[config.mk]
export PLATFORM = sky130hd
export DESIGN_NAME = instr_encoder_flat
export DESIGN_NICKNAME = d
export VERILOG_FILES = /design/src/rtl/instr_encoder_if.sv /design/src/rtl/instr_encoder.sv /design/src/flat_wrapper.sv
export SDC_FILE = /design/constraint.sdc
export NUM_CORES = 1
export LEC_CHECK = 0
export CELL_PAD_IN_SITES_DETAIL_PLACEMENT = 0
export CELL_PAD_IN_SITES_GLOBAL_PLACEMENT = 1
export CORE_MARGIN = 4
export CORE_UTILIZATION = 30
export CTS_CLUSTER_SIZE = 25
export DETAILED_ROUTE_END_ITERATION = 12
export MAX_ROUTING_LAYER = met4
export PLACE_DENSITY = 0.69
export SYNTH_ARGS = -nofsm -noshare
export SYNTH_HDL_FRONTEND = slang
export SYNTH_SLANG_ARGS = --single-unit
[constraint.sdc]
create_clock -name clk -period 5.1 [get_ports clk]
set_input_delay 1.02 -clock clk [delete_from_list [all_inputs] [get_ports clk]]
set_output_delay 1.02 -clock clk [all_outputs]
set_load 0.005 [all_outputs]
[src/rtl/instr_encoder_if.sv]
// Request and instruction-memory bundle for the RV32I encoder/loader.
// The requester holds the master side; the encoder holds the slave side.
interface instr_encoder_if #(
    parameter int DEPTH = 64
) ();
    localparam int CW = $clog2(DEPTH + 1);

    logic          clear;
    logic          in_valid;
    logic          in_ready;
    logic [3:0]    op_sel;
    logic [4:0]    rd;
    logic [4:0]    rs1;
    logic [4:0]    rs2;
    logic [12:0]   imm;
    logic          mem_we;
    logic [31:0]   mem_addr;
    logic [31:0]   mem_wdata;
    logic [CW-1:0] word_cnt;
    logic          err;
    logic          full;

    modport master (
        output clear,
        output in_valid,
        output op_sel,
        output rd,
        output rs1,
        output rs2,
        output imm,
        input  in_ready,
        input  mem_we,
        input  mem_addr,
        input  mem_wdata,
        input  word_cnt,
        input  err,
        input  full
    );

    modport slave (
        input  clear,
        input  in_valid,
        input  op_sel,
        input  rd,
        input  rs1,
        input  rs2,
        input  imm,
        output in_ready,
        output mem_we,
        output mem_addr,
        output mem_wdata,
        output word_cnt,
        output err,
        output full
    );
endinterface

[src/rtl/instr_encoder.sv]
// RV32I instruction encoder and loader: symbolic ops in, encoded words
// written sequentially into instruction memory, two cycles per word.
module instr_encoder #(
    parameter logic [31:0] BASE_ADDR = 32'h0,
    parameter int          DEPTH     = 64
) (
    input  logic clk,
    input  logic rst,
    instr_encoder_if.slave enc
);
    localparam int CW = $clog2(DEPTH + 1);

    localparam logic [6:0] OP_R    = 7'b0110011;
    localparam logic [6:0] OP_IMM  = 7'b0010011;
    localparam logic [6:0] OP_LOAD = 7'b0000011;
    localparam logic [6:0] OP_STOR = 7'b0100011;
    localparam logic [6:0] OP_BRAN = 7'b1100011;
    localparam logic [6:0] F7_ZERO = 7'b0000000;
    localparam logic [6:0] F7_SUB  = 7'b0100000;

    typedef enum logic [1:0] {
        IDLE,
        WRITE,
        FULL
    } state_t;

    state_t        r_state;
    state_t        w_state_nxt;
    logic          r_mem_we;
    logic          w_mem_we_nxt;
    logic [31:0]   r_mem_addr;
    logic [31:0]   w_mem_addr_nxt;
    logic [31:0]   r_mem_wdata;
    logic [31:0]   w_mem_wdata_nxt;
    logic [CW-1:0] r_word_cnt;
    logic [CW-1:0] w_word_cnt_nxt;
    logic [CW-1:0] w_cnt_inc;
    logic          r_err;
    logic          w_err_nxt;

    logic          w_in_ready;
    logic          w_accept;
    logic [31:0]   w_word;
    logic          w_legal;
    logic          w_fits12;
    logic [12:0]   w_imm;

    assign w_imm      = enc.imm;
    assign w_in_ready = (r_state == IDLE) && !enc.clear;
    assign w_accept   = enc.in_valid && w_in_ready;
    assign w_cnt_inc  = r_word_cnt + CW'(1);

    // A 13-bit value fits the 12-bit signed field when its top two bits agree.
    assign w_fits12 = (w_imm[12] == w_imm[11]);

    always_comb begin
        w_word  = '0;
        w_legal = 1'b0;
        case (enc.op_sel)
            4'd0: begin
                w_word  = {F7_ZERO, enc.rs2, enc.rs1, 3'b000, enc.rd, OP_R};
                w_legal = 1'b1;
            end
            4'd1: begin
                w_word  = {F7_SUB, enc.rs2, enc.rs1, 3'b000, enc.rd, OP_R};
                w_legal = 1'b1;
            end
            4'd2: begin
                w_word  = {F7_ZERO, enc.rs2, enc.rs1, 3'b111, enc.rd, OP_R};
                w_legal = 1'b1;
            end
            4'd3: begin
                w_word  = {F7_ZERO, enc.rs2, enc.rs1, 3'b110, enc.rd, OP_R};
                w_legal = 1'b1;
            end
            4'd4: begin
                w_word  = {F7_ZERO, enc.rs2, enc.rs1, 3'b010, enc.rd, OP_R};
                w_legal = 1'b1;
            end
            4'd5: begin
                w_word  = {w_imm[11:0], enc.rs1, 3'b000, enc.rd, OP_IMM};
                w_legal = w_fits12;
            end
            4'd6: begin
                w_word  = {w_imm[11:0], enc.rs1, 3'b010, enc.rd, OP_LOAD};
                w_legal = w_fits12;
            end
            4'd7: begin
                w_word  = {w_imm[11:5], enc.rs2, enc.rs1, 3'b010,
                           w_imm[4:0], OP_STOR};
                w_legal = w_fits12;
            end
            4'd8: begin
                w_word  = {w_imm[12], w_imm[10:5], enc.rs2, enc.rs1, 3'b000,
                           w_imm[4:1], w_imm[11], OP_BRAN};
                w_legal = !w_imm[0];
            end
            4'd9: begin
                w_word  = {w_imm[12], w_imm[10:5], enc.rs2, enc.rs1, 3'b001,
                           w_imm[4:1], w_imm[11], OP_BRAN};
                w_legal = !w_imm[0];
            end
            default: begin
                w_word  = '0;
                w_legal = 1'b0;
            end
        endcase
    end

    always_comb begin
        w_state_nxt     = r_state;
        w_mem_we_nxt    = 1'b0;
        w_mem_addr_nxt  = r_mem_addr;
        w_mem_wdata_nxt = r_mem_wdata;
        w_word_cnt_nxt  = r_word_cnt;
        w_err_nxt       = r_err;
        // The strobe of a WRITE cycle is already on the bus, so clear only
        // has to rewind the bookkeeping.
        if (enc.clear) begin
            w_state_nxt    = IDLE;
            w_mem_addr_nxt = BASE_ADDR;
            w_word_cnt_nxt = '0;
            w_err_nxt      = 1'b0;
        end else begin
            case (r_state)
                IDLE: begin
                    if (w_accept) begin
                        if (w_legal) begin
                            w_state_nxt     = WRITE;
                            w_mem_we_nxt    = 1'b1;
                            w_mem_wdata_nxt = w_word;
                        end else begin
                            w_err_nxt = 1'b1;
                        end
                    end
                end
                WRITE: begin
                    w_mem_addr_nxt = r_mem_addr + 32'd4;
                    w_word_cnt_nxt = w_cnt_inc;
                    if (w_cnt_inc == CW'(DEPTH)) begin
                        w_state_nxt = FULL;
                    end else begin
                        w_state_nxt = IDLE;
                    end
                end
                FULL: begin
                    w_state_nxt = FULL;
                end
                default: begin
                    w_state_nxt = IDLE;
                end
            endcase
        end
    end

    always_ff @(posedge clk or posedge rst) begin
        if (rst) begin
            r_state     <= IDLE;
            r_mem_we    <= 1'b0;
            r_mem_addr  <= BASE_ADDR;
            r_mem_wdata <= '0;
            r_word_cnt  <= '0;
            r_err       <= 1'b0;
        end else begin
            r_state     <= w_state_nxt;
            r_mem_we    <= w_mem_we_nxt;
            r_mem_addr  <= w_mem_addr_nxt;
            r_mem_wdata <= w_mem_wdata_nxt;
            r_word_cnt  <= w_word_cnt_nxt;
            r_err       <= w_err_nxt;
        end
    end

    assign enc.in_ready  = w_in_ready;
    assign enc.mem_we    = r_mem_we;
    assign enc.mem_addr  = r_mem_addr;
    assign enc.mem_wdata = r_mem_wdata;
    assign enc.word_cnt  = r_word_cnt;
    assign enc.err       = r_err;
    assign enc.full      = (r_state == FULL);
endmodule

[src/flat_wrapper.sv]
// flat-port wrapper written by rule: the top's interface ports become plain ports
module instr_encoder_flat 
#(
    parameter logic [31:0] BASE_ADDR = 32'h0,
    parameter int          DEPTH     = 64
)
  (clk, rst, enc_clear, enc_in_valid, enc_op_sel, enc_rd, enc_rs1, enc_rs2, enc_imm, enc_in_ready, enc_mem_we, enc_mem_addr, enc_mem_wdata, enc_word_cnt, enc_err, enc_full);
  instr_encoder_if #(.DEPTH(DEPTH)) enc_i ();
  input  logic clk;
  input  logic rst;
  input wire logic [$bits(enc_i.clear)-1:0] enc_clear;
  input wire logic [$bits(enc_i.in_valid)-1:0] enc_in_valid;
  input wire logic [$bits(enc_i.op_sel)-1:0] enc_op_sel;
  input wire logic [$bits(enc_i.rd)-1:0] enc_rd;
  input wire logic [$bits(enc_i.rs1)-1:0] enc_rs1;
  input wire logic [$bits(enc_i.rs2)-1:0] enc_rs2;
  input wire logic [$bits(enc_i.imm)-1:0] enc_imm;
  output wire logic [$bits(enc_i.in_ready)-1:0] enc_in_ready;
  output wire logic [$bits(enc_i.mem_we)-1:0] enc_mem_we;
  output wire logic [$bits(enc_i.mem_addr)-1:0] enc_mem_addr;
  output wire logic [$bits(enc_i.mem_wdata)-1:0] enc_mem_wdata;
  output wire logic [$bits(enc_i.word_cnt)-1:0] enc_word_cnt;
  output wire logic [$bits(enc_i.err)-1:0] enc_err;
  output wire logic [$bits(enc_i.full)-1:0] enc_full;
  assign enc_i.clear = enc_clear;
  assign enc_i.in_valid = enc_in_valid;
  assign enc_i.op_sel = enc_op_sel;
  assign enc_i.rd = enc_rd;
  assign enc_i.rs1 = enc_rs1;
  assign enc_i.rs2 = enc_rs2;
  assign enc_i.imm = enc_imm;
  assign enc_in_ready = enc_i.in_ready;
  assign enc_mem_we = enc_i.mem_we;
  assign enc_mem_addr = enc_i.mem_addr;
  assign enc_mem_wdata = enc_i.mem_wdata;
  assign enc_word_cnt = enc_i.word_cnt;
  assign enc_err = enc_i.err;
  assign enc_full = enc_i.full;
  instr_encoder #(.BASE_ADDR(BASE_ADDR), .DEPTH(DEPTH)) u_core (.clk(clk), .rst(rst), .enc(enc_i));
endmodule
==> results of run 1 <==
## layer usage
metal / GRT usage / share of wire / routed length [um]
met1: 0.203 / 0.48 / 4580
met2: 0.216 / 0.44 / 4170
met3: 0.0420 / 0.071 / 669
met4: 0.0375 / 0.0036 / 34
met5: - / 0 / 0
## placed cells by master (no fill, tap or decap), types with 3 or more instances in the layout
master	count
o211ai_1	4
buf_4	3
and4_1	3
nand3_1	8
inv_1	9
mux2_1	5
nor2b_1	5
xnor2_1	5
nor3_1	3
nor2_1	20
ha_1	3
mux2_2	3
or3_1	8
o21ai_0	29
a21oi_1	27
clkbuf_16	9
clkdlybuf4s50_1	105
or4_1	16
dfrtp_1	70
nand2_1	44
nand2b_1	3
nand4_1	7
a22oi_1	10
o31ai_1	18
xor2_1	9
conb_1	4
and3_1	4
## flip-flops by register name, summed over array words and instances, names as in the netlist
signal and cells:
u_core.enc.word_cnt 7, u_core.enc.mem_we 1, u_core.r_state 2, u_core.enc.err 1
u_core.enc.mem_wdata 29, u_core.enc.mem_addr 30
## power breakdown
group | switching [mW] | leakage [nW] | internal [mW] | total, mW
combinational | 0.0898 | 0.883 | 0.126 | 0.216
clock | 0.232 | 0.162 | 0.455 | 0.687
sequential | 0.0266 | 0.941 | 0.598 | 0.625
total | 0.349 | 1.99 | 1.18 | 1.53
## final timing paths
path                                                              to  slack (ps)                                  from
worst max-delay path                                    enc_in_ready        1690                             enc_clear
max in group asynchronous        u_core.enc.mem_addr[23]$_DFFE_PP0N_        2960                                   rst
worst min-delay path            u_core.enc.mem_wdata[27]$_DFFE_PP0P_         480  u_core.enc.mem_wdata[27]$_DFFE_PP0P_
min in group asynchronous        u_core.enc.mem_addr[10]$_DFFE_PP0N_        1210                                   rst
worst min register to register  u_core.enc.mem_wdata[27]$_DFFE_PP0P_         480  u_core.enc.mem_wdata[27]$_DFFE_PP0P_
worst max register to register   u_core.enc.mem_addr[31]$_DFFE_PP0N_        2790    u_core.enc.mem_addr[5]$_DFFE_PP0N_
## critical path: stages
cell	delay [ps]
buf_2	690
nor3_1	160
clkdlybuf4s50_1	510
## metrics by stage
step	utilization	hold WS [ps]	power, mW	setup slack [ps]
3_5_place_dp	0.409	470	0.852	1470
2_1_floorplan	-	467	0.711	2310
4_1_cts	0.438	486	1.55	1660
6_report	0.438	478	1.53	1690
5_1_grt	0.438	500	1.61	1540
3_3_place_gp	0.409	464	0.851	1580
## logic make-up after synthesis
| kind of cell | after synthesis | synth area share |
|---|---|---|
| flip-flops | 70 | 0.495 |
| other | 1 | 0.00106 |
| AND/OR/NAND/NOR | 131 | 0.194 |
| XOR/XNOR | 14 | 0.0347 |
| buffers and inverters | 37 | 0.0456 |
| AO/OA/AOI/OAI | 107 | 0.193 |
| adder cells (fa/ha/maj) | 3 | 0.0106 |
| multiplexers | 8 | 0.0255 |
## final cells by class
cell class | count | area [um^2]
repair buffers | 109 | 1080
well taps | 143 | 179
clock inverters | 5 | 81.3
multi-input cells | 267 | 1650
inverters | 10 | 37.5
clock buffers | 11 | 253
fillers | 1125 | 6440
flip-flops and latches | 70 | 1750
==> impl_metrics.py, run 1 <==
metrics = {
    "run_status": {
        "status": "finished clean",
    },
    "clock_tree": {
        "clk_latency_ps": 320,
        "cts_root_buf": "clkbuf_16",
        "cts_buffers": 9,
        "cts.clk_slew.worst_paths_ps": 60,
        "htree_levels": 3,
        "post_cts_buffers": 0,
        "ctsResizeCount": 0,
        "hold_buffers": 0,
        "clkSinkCount": 70,
        "cts_tree": "yes",
        "clk_path_buf_depth": 2,
    },
    "route": {
        "drtIter0Drc": 172,
        "antenna_left": 0,
        "vias": 3134,
        "drc": 0,
        "dr.pass1.iters": 4,
        "wl_per_cell_um": 15.4,
        "wl_mm": 9.45,
        "viasPerCell": 5.10,
    },
    "placement": {
        "dp_hpwl_mm": 6.69,
        "numPortBuffers": 106,
        "dpl_cell_area_um2": 4690,
        "place_congestion": 0.794,
        "placed_cells": 599,
    },
    "synthesis": {
        "async_flop_share": 1.00,
        "synth.most_common_cell": "dfrtp_1",
        "synth_enable_flop_cells": 0,
        "ys.flop_type": "dfrtp_1",
        "ys_types": 51,
        "synth_area_leaders": "dfrtp_1, nand2_1, o21ai_0",
        "yosysTopAreaCellShare": 0.495,
        "syn_inst": 371,
        "ys_ff_latch": 70,
        "synth_warnings": 0,
        "ys_top_cells_by_count": "dfrtp_1, nand2_1, o21ai_0",
        "netlist_area_um2": 3540,
        "avgSynthCellArea_um2": 9.54,
        "yosysSeqAreaShare": 0.495,
        "yosysTopAreaCell": "dfrtp_1",
    },
    "finish": {
        "fin_cells": 615,
        "insertedDiodeCount": 0,
        "design_area_um2": 5030,
        "fin_nets": 506,
        "drive_above_1_share": 0.0593,
        "area_delta_synth_final_pct": 42.1,
    },
    "timing": {
        "tns_ps": 0,
        "max_freq_mhz": 294,
        "finClkSkew_ps": 9.99,
        "timing.final.crit_period_ps": 3410,
        "relSlewSlack": 0.391,
        "finalSetupViolCount": 0,
        "fin_crit_sh": 0.668,
        "finalHoldViolations": 0,
        "rsz0062_at_grt": "false",
        "slew_violations": 0,
        "tightest_slew_ps": 913,
    },
    "die": {
        "boundaryPins": 111,
        "die_width_um": 117,
        "rows": 39,
        "die_h_um": 117,
        "die-area_um2": 13600,
        "initial_core_util": 0.309,
        "coreArea_um2": 11500,
    },
    "worst_setup_path": {
        "end_kind": "output pin",
        "r2r_cells": 4,
        "worstSetupPathType": "input port to output pin",
        "cp-start-kind": "input port",
        "path_max_fanout": 51,
        "worstPathRequired_ps": 4080,
        "cp_data_arrival_time_ps": 2390,
    },
    "global_route": {
        "grt_max_degree": 52,
        "grt_pass1_vias": 3133,
        "groute.usage.overall": 0.148,
        "grt-ovfl-total": 0,
        "grt_pass1_wl_mm": 15.8,
        "antenna_found_initial": 0,
    },
    "power": {
        "ir_worst_vdd_v": 0.000149,
        "leakage_nw": 1.99,
        "power_density_nw_per_um2": 304,
    },
    "hold_path": {
        "whs_path_depth": 2,
        "hold_class": "register to register",
    },
    "run": {
        "drv_cap": 0,
    },
}
Note: power is estimated with default switching activity, not from simulation.
==> run 2, diff against run 1 <==
clock period = 3.4 ns   (was 5.1 ns; I/O delays follow)
==> run 2 against run 1 <==
  * Sequential cell count unchanged
  * Non-clock buffer count is 3 higher
  * Utilization decreased by 0.26 points
  * Worst hold slack got worse by 1.2 ps
  * Clock power increased by 25%
  * First-iteration DRC count grew 10%
  * Wire length down 0.53%
  * Setup slack got worse by 800 ps
  * Total power increased by 39%
  * Cell area is 0.60% lower
==> impl_metrics.py, run 2 (synthesis gave the netlist of run 1 again) <==
metrics = {
    "route": {
        "drtIter0Drc": 190,
        "wl_per_cell_um": 15.2,
        "vias": 3152,
        "antenna_left": 0,
        "dr.pass1.iters": 4,
        "viasPerCell": 5.10,
        "wl_mm": 9.40,
        "drc": 0,
    },
    "power": {
        "ir_worst_vdd_v": 0.000172,
        "swShare": 0.247,
        "pwr-share-clk": 0.405,
        "p_int_mw": 1.60,
        "switchingPower_mw": 0.524,
        "leakage_nw": 1.98,
        "combPwrFrac": 0.155,
        "sequentialPowerShare": 0.440,
        "power_density_nw_per_um2": 425,
    },
    "worst_setup_path": {
        "cp_slowest_cell": "clkdlybuf4s50_1",
        "cp_slowest_stage_delay_ps": 550,
        "crit_chain": "buf_2 > nor3_1 > clkdlybuf4s50_1",
        "path_max_fanout": 33,
        "rr_startpoint": "u_core.r_state[0]$_DFFE_PP0P_",
        "worstSetupPathType": "input port to output pin",
        "rr_endpoint": "u_core.enc.mem_addr[28]$_DFFE_PP0N_",
        "cp_data_arrival_time_ps": 1830,
        "endpoint": "enc_in_ready",
        "startpoint": "enc_clear",
        "reg2reg_slack_ps": 1030,
        "end_kind": "output pin",
        "cp-start-kind": "input port",
        "worstPathRequired_ps": 2720,
        "r2r_cells": 5,
    },
    "clock_tree": {
        "cts_root_buf": "clkbuf_16",
        "clkSinkCount": 70,
        "cts.clk_slew.worst_paths_ps": 60,
        "clk_path_buf_depth": 2,
        "ctsResizeCount": 0,
        "clk_latency_ps": 330,
        "post_cts_buffers": 0,
        "cts_buffers": 9,
        "htree_levels": 3,
        "cts_tree": "yes",
        "hold_buffers": 0,
    },
    "timing": {
        "fin_crit_sh": 0.738,
        "setup_ws_ps": 891,
        "tightest_slew_ps": 785,
        "max_freq_mhz": 399,
        "timing.final.crit_period_ps": 2510,
        "tns_ps": 0,
        "relSlewSlack": 0.469,
        "finalHoldViolations": 0,
        "slew_violations": 0,
        "rsz0062_at_grt": "false",
        "finClkSkew_ps": 5.30,
        "whs_ps": 477,
        "finalSetupViolCount": 0,
    },
    "die": {
        "die-area_um2": 13600,
        "initial_core_util": 0.309,
        "die_h_um": 117,
        "rows": 39,
        "coreArea_um2": 11500,
        "die_width_um": 117,
        "boundaryPins": 111,
    },
    "finish": {
        "final_common_cell": "clkdlybuf4s50_1",
        "fin_cells": 618,
        "largest_reg_flops": 30,
        "fin_nets": 509,
        "area_delta_synth_final_pct": 41.2,
        "insertedDiodeCount": 0,
        "drive_above_1_share": 0.0611,
        "final_cell_mix": "clkdlybuf4s50_1, dfrtp_1, nand2_1, o21ai_0, a21oi_1",
        "post-route-util": 0.436,
    },
    "hold_path": {
        "whs_path_depth": 2,
        "hold_class": "register to register",
    },
    "global_route": {
        "grt_max_degree": 40,
        "grtUsageMet3": 0.0409,
        "grtUsageMet1": 0.203,
        "global_route.usage.met2": 0.209,
        "grt-ovfl-total": 0,
        "antenna_found_initial": 0,
        "top_usage_layer": "met2",
        "groute.usage.overall": 0.148,
        "grt_pass1_wl_mm": 15.6,
        "grt_pass1_vias": 3056,
    },
    "placement": {
        "place_congestion": 0.791,
        "post-place-ws_ps": 596,
        "numPortBuffers": 106,
        "dp_hpwl_mm": 6.63,
        "placed_cells": 602,
    },
    "run_status": {
        "status": "finished clean",
    },
    "run": {
        "drv_cap": 0,
    },
}
run 2: cell type report:
type	count	area [um^2]
tap	143	179
multi-input combinational	267	1650
clock inverter	4	22.5
sequential	70	1750
clock buffer	12	246
timing repair buffer	112	1110
inverter	10	37.5
fill	1096	6470
run 2: how the worst min path moves through the flow:
stage / start / endpoint / slack, ps
after floorplan: u_core.enc.mem_wdata[14]$_DFFE_PP0P_ / u_core.enc.mem_wdata[14]$_DFFE_PP0P_ / 470
after global placement: u_core.enc.mem_wdata[23]$_DFFE_PP0P_ / u_core.enc.mem_wdata[23]$_DFFE_PP0P_ / 460
after detailed placement: u_core.enc.mem_wdata[4]$_DFFE_PP0P_ / u_core.enc.mem_wdata[4]$_DFFE_PP0P_ / 460
after CTS: u_core.enc.mem_wdata[28]$_DFFE_PP0P_ / u_core.enc.mem_wdata[28]$_DFFE_PP0P_ / 490
after global routing: u_core.enc.mem_wdata[4]$_DFFE_PP0P_ / u_core.enc.mem_wdata[4]$_DFFE_PP0P_ / 500
final: u_core.enc.mem_wdata[28]$_DFFE_PP0P_ / u_core.enc.mem_wdata[28]$_DFFE_PP0P_ / 480
run 2: critical path: cells and delay by family:
kind                   cells  cell delay [ps]
buffers and inverters      2              850
AND/OR/NAND/NOR            1              290
run 2: layer usage:
metal / up-vias / part of all wire / wire length, um
li1: 1548 / - / -
met1: 1493 / 0.49 / 4600
met2: 99 / 0.43 / 4050
met3: 12 / 0.068 / 636
met4: 0 / 0.013 / 119
met5: - / 0 / 0
run 2: power by group through the flow:
stage	clock [mW]	combinational, mW	sequential [mW]
after global routing	0.917	0.365	0.944
after detailed placement	0	0.336	0.947
after floorplan	0	0.116	0.950
after CTS	0.884	0.337	0.936
final	0.860	0.330	0.935
after global placement	0	0.334	0.948
run 2: metrics by stage:
stage	area [um^2]	power (mW)
floorplan	3550	1.07
global placement	4730	1.28
detailed placement	4730	1.28
CTS	5000	2.16
global route	5000	2.23
finish	5000	2.12
==> run 3, diff against run 2 <==
PLACE_DENSITY = 0.71   (was 0.69)
clock period = 2.3 ns   (was 3.4 ns; I/O delays follow)
==> run 3 against run 2 <==
  * Global-route usage rose by 0.84 points
  * Sequential power is 48% higher
  * Sequential share of layout area down 1.0 points
  * Count of clock-buffer cells in the layout stayed put
  * Sequential cell count unchanged
  * Clock power rose by 51%
  * Via count up 1.9%
  * Non-clock buffer count up 15
  * Critical path type is now register to register
  * Largest power group unchanged
==> impl_metrics.py, run 3 (synthesis gave the netlist of run 1 again) <==
metrics = {
    "die": {
        "coreArea_um2": 11500,
        "die_width_um": 117,
        "die-area_um2": 13600,
        "initial_core_util": 0.309,
        "boundaryPins": 111,
        "rows": 39,
        "die_h_um": 117,
    },
    "route": {
        "wl_met2_mm": 4.47,
        "drc": 0,
        "dr.pass1.iters": 4,
        "top_layer_used": "met4",
        "drtIter0Drc": 123,
        "antenna_left": 0,
        "wl_per_cell_um": 15.4,
        "dr_wl_met3_um": 705,
        "wl_mm": 9.72,
        "wl_met1_mm": 4.49,
        "viasPerCell": 5.08,
        "vias": 3212,
    },
    "clock_tree": {
        "ctsResizeCount": 0,
        "htree_levels": 3,
        "hold_buffers": 0,
        "clk_path_buf_depth": 2,
        "clkSinkCount": 70,
        "cts_tree": "yes",
        "clk_latency_ps": 330,
        "cts.clk_slew.worst_paths_ps": 60,
        "post_cts_buffers": 0,
        "cts_root_buf": "clkbuf_16",
        "cts_buffers": 9,
    },
    "timing": {
        "relSlewSlack": 0.495,
        "tns_ps": 0,
        "tightest_slew_ps": 753,
        "rsz0062_at_grt": "false",
        "setup_ws_ps": 165,
        "timing.final.crit_period_ps": 2130,
        "finalHoldViolations": 0,
        "finalSetupViolCount": 0,
        "fin_crit_sh": 0.928,
        "slew_violations": 0,
        "finClkSkew_ps": 6.39,
        "max_freq_mhz": 468,
    },
    "worst_setup_path": {
        "end_kind": "register",
        "cp_slowest_cell": "or4_4",
        "crit_chain": "nand4_2 > or4_4 > nor4_1 > mux2_1",
        "worstPathRequired_ps": 2510,
        "rr_endpoint": "u_core.enc.mem_addr[31]$_DFFE_PP0N_",
        "reg2reg_slack_ps": 170,
        "path_buf_inv": 0,
        "worstSetupPathType": "register to register",
        "cp_data_arrival_time_ps": 2340,
        "cp-start-kind": "register",
        "path_max_fanout": 14,
        "crit_family": "simple AND/OR/NAND/NOR gates",
        "r2r_cells": 4,
        "startpoint": "u_core.enc.mem_addr[7]$_DFFE_PP0N_",
        "cp.depth": 4,
        "cp_slowest_stage_delay_ps": 670,
        "rr_startpoint": "u_core.enc.mem_addr[7]$_DFFE_PP0N_",
    },
    "global_route": {
        "grt_pass1_vias": 3213,
        "grt_max_degree": 34,
        "grt_pass1_wl_mm": 16.3,
        "groute.usage.overall": 0.156,
        "grt-ovfl-total": 0,
        "antenna_found_initial": 0,
    },
    "finish": {
        "fin_nets": 524,
        "final_cell_mix": "clkdlybuf4s50_1, dfrtp_1, nand2_1, o21ai_0, a21oi_1",
        "largest_reg_flops": 30,
        "drive_above_1_share": 0.0920,
        "final_common_cell": "clkdlybuf4s50_1",
        "insertedDiodeCount": 0,
        "area_delta_synth_final_pct": 45.4,
    },
    "hold_path": {
        "hold_class": "register to register",
        "whs_path_depth": 2,
        "whs_endpoint": "u_core.enc.mem_wdata[13]$_DFFE_PP0P_",
        "min_from": "u_core.enc.mem_wdata[13]$_DFFE_PP0P_",
    },
    "power": {
        "leakage_nw": 2.06,
        "power_density_nw_per_um2": 621,
        "ir_worst_vdd_v": 0.000264,
    },
    "placement": {
        "dp_hpwl_mm": 7.17,
        "post-place-ws_ps": 19.0,
        "numPortBuffers": 106,
        "place_congestion": 0.847,
    },
    "run": {
        "drv_cap": 0,
    },
    "run_status": {
        "status": "finished clean",
    },
}
## run 3: changes by cell type in the layout (fill, tap and decap cells not counted), sizes merged
cell,before,now
buf,7,22
clkinv,3,1
clkinvlp,1,2
## run 3: worst max path at each step
stage                                          endpoint
global placement    u_core.enc.mem_addr[31]$_DFFE_PP0N_
detailed placement  u_core.enc.mem_addr[31]$_DFFE_PP0N_
CTS                 u_core.enc.mem_addr[31]$_DFFE_PP0N_
global route        u_core.enc.mem_addr[31]$_DFFE_PP0N_
finish              u_core.enc.mem_addr[31]$_DFFE_PP0N_
floorplan                    u_core.enc.err$_DFFE_PP0P_
## run 3: worst register-to-register path: stages, from the launching register on
cell and delay (ps):
dfrtp_1 440, nand4_2 190, or4_4 670, nor4_1 370, mux2_1 360
## run 3: final cells by class
cell class                 instances  area, um^2
fill                            1089        6320
sequential                        70        1750
multi-input combinational        267        1650
timing repair buffer             127        1250
clock buffer                      12         256
tap                              143         179
inverter                          10        37.5
clock inverter                     3        20.0
## run 3: layer usage
layer,global-route usage,up-vias
li1,-,1583
met1,0.202,1522
met2,0.239,101
met3,0.0466,6
met4,0.0420,0
met5,-,-
## run 3: power by group
| group | switching [mW] | internal, mW | leakage (nW) |
|---|---|---|---|
| combinational | 0.206 | 0.299 | 0.991 |
| sequential | 0.0583 | 1.33 | 0.941 |
| clock | 0.523 | 0.781 | 0.131 |
| total | 0.787 | 2.41 | 2.06 |
## run 3: per-stage QoR
| stage | cells | instance area, um^2 | hold slack (ps) | total power, mW | util |
|---|---|---|---|---|---|
| 6_report | 632 | 5150 | 478 | 3.19 | 0.449 |
| 5_1_grt | 632 | 5150 | 500 | 3.35 | 0.449 |
| 4_1_cts | 632 | 5140 | 481 | 3.24 | 0.448 |
| 3_5_place_dp | 617 | 4870 | 470 | 1.92 | 0.424 |
| 3_3_place_gp | 617 | 4870 | 461 | 1.91 | 0.424 |
| 2_1_floorplan | 374 | 3550 | 467 | 1.58 | - |
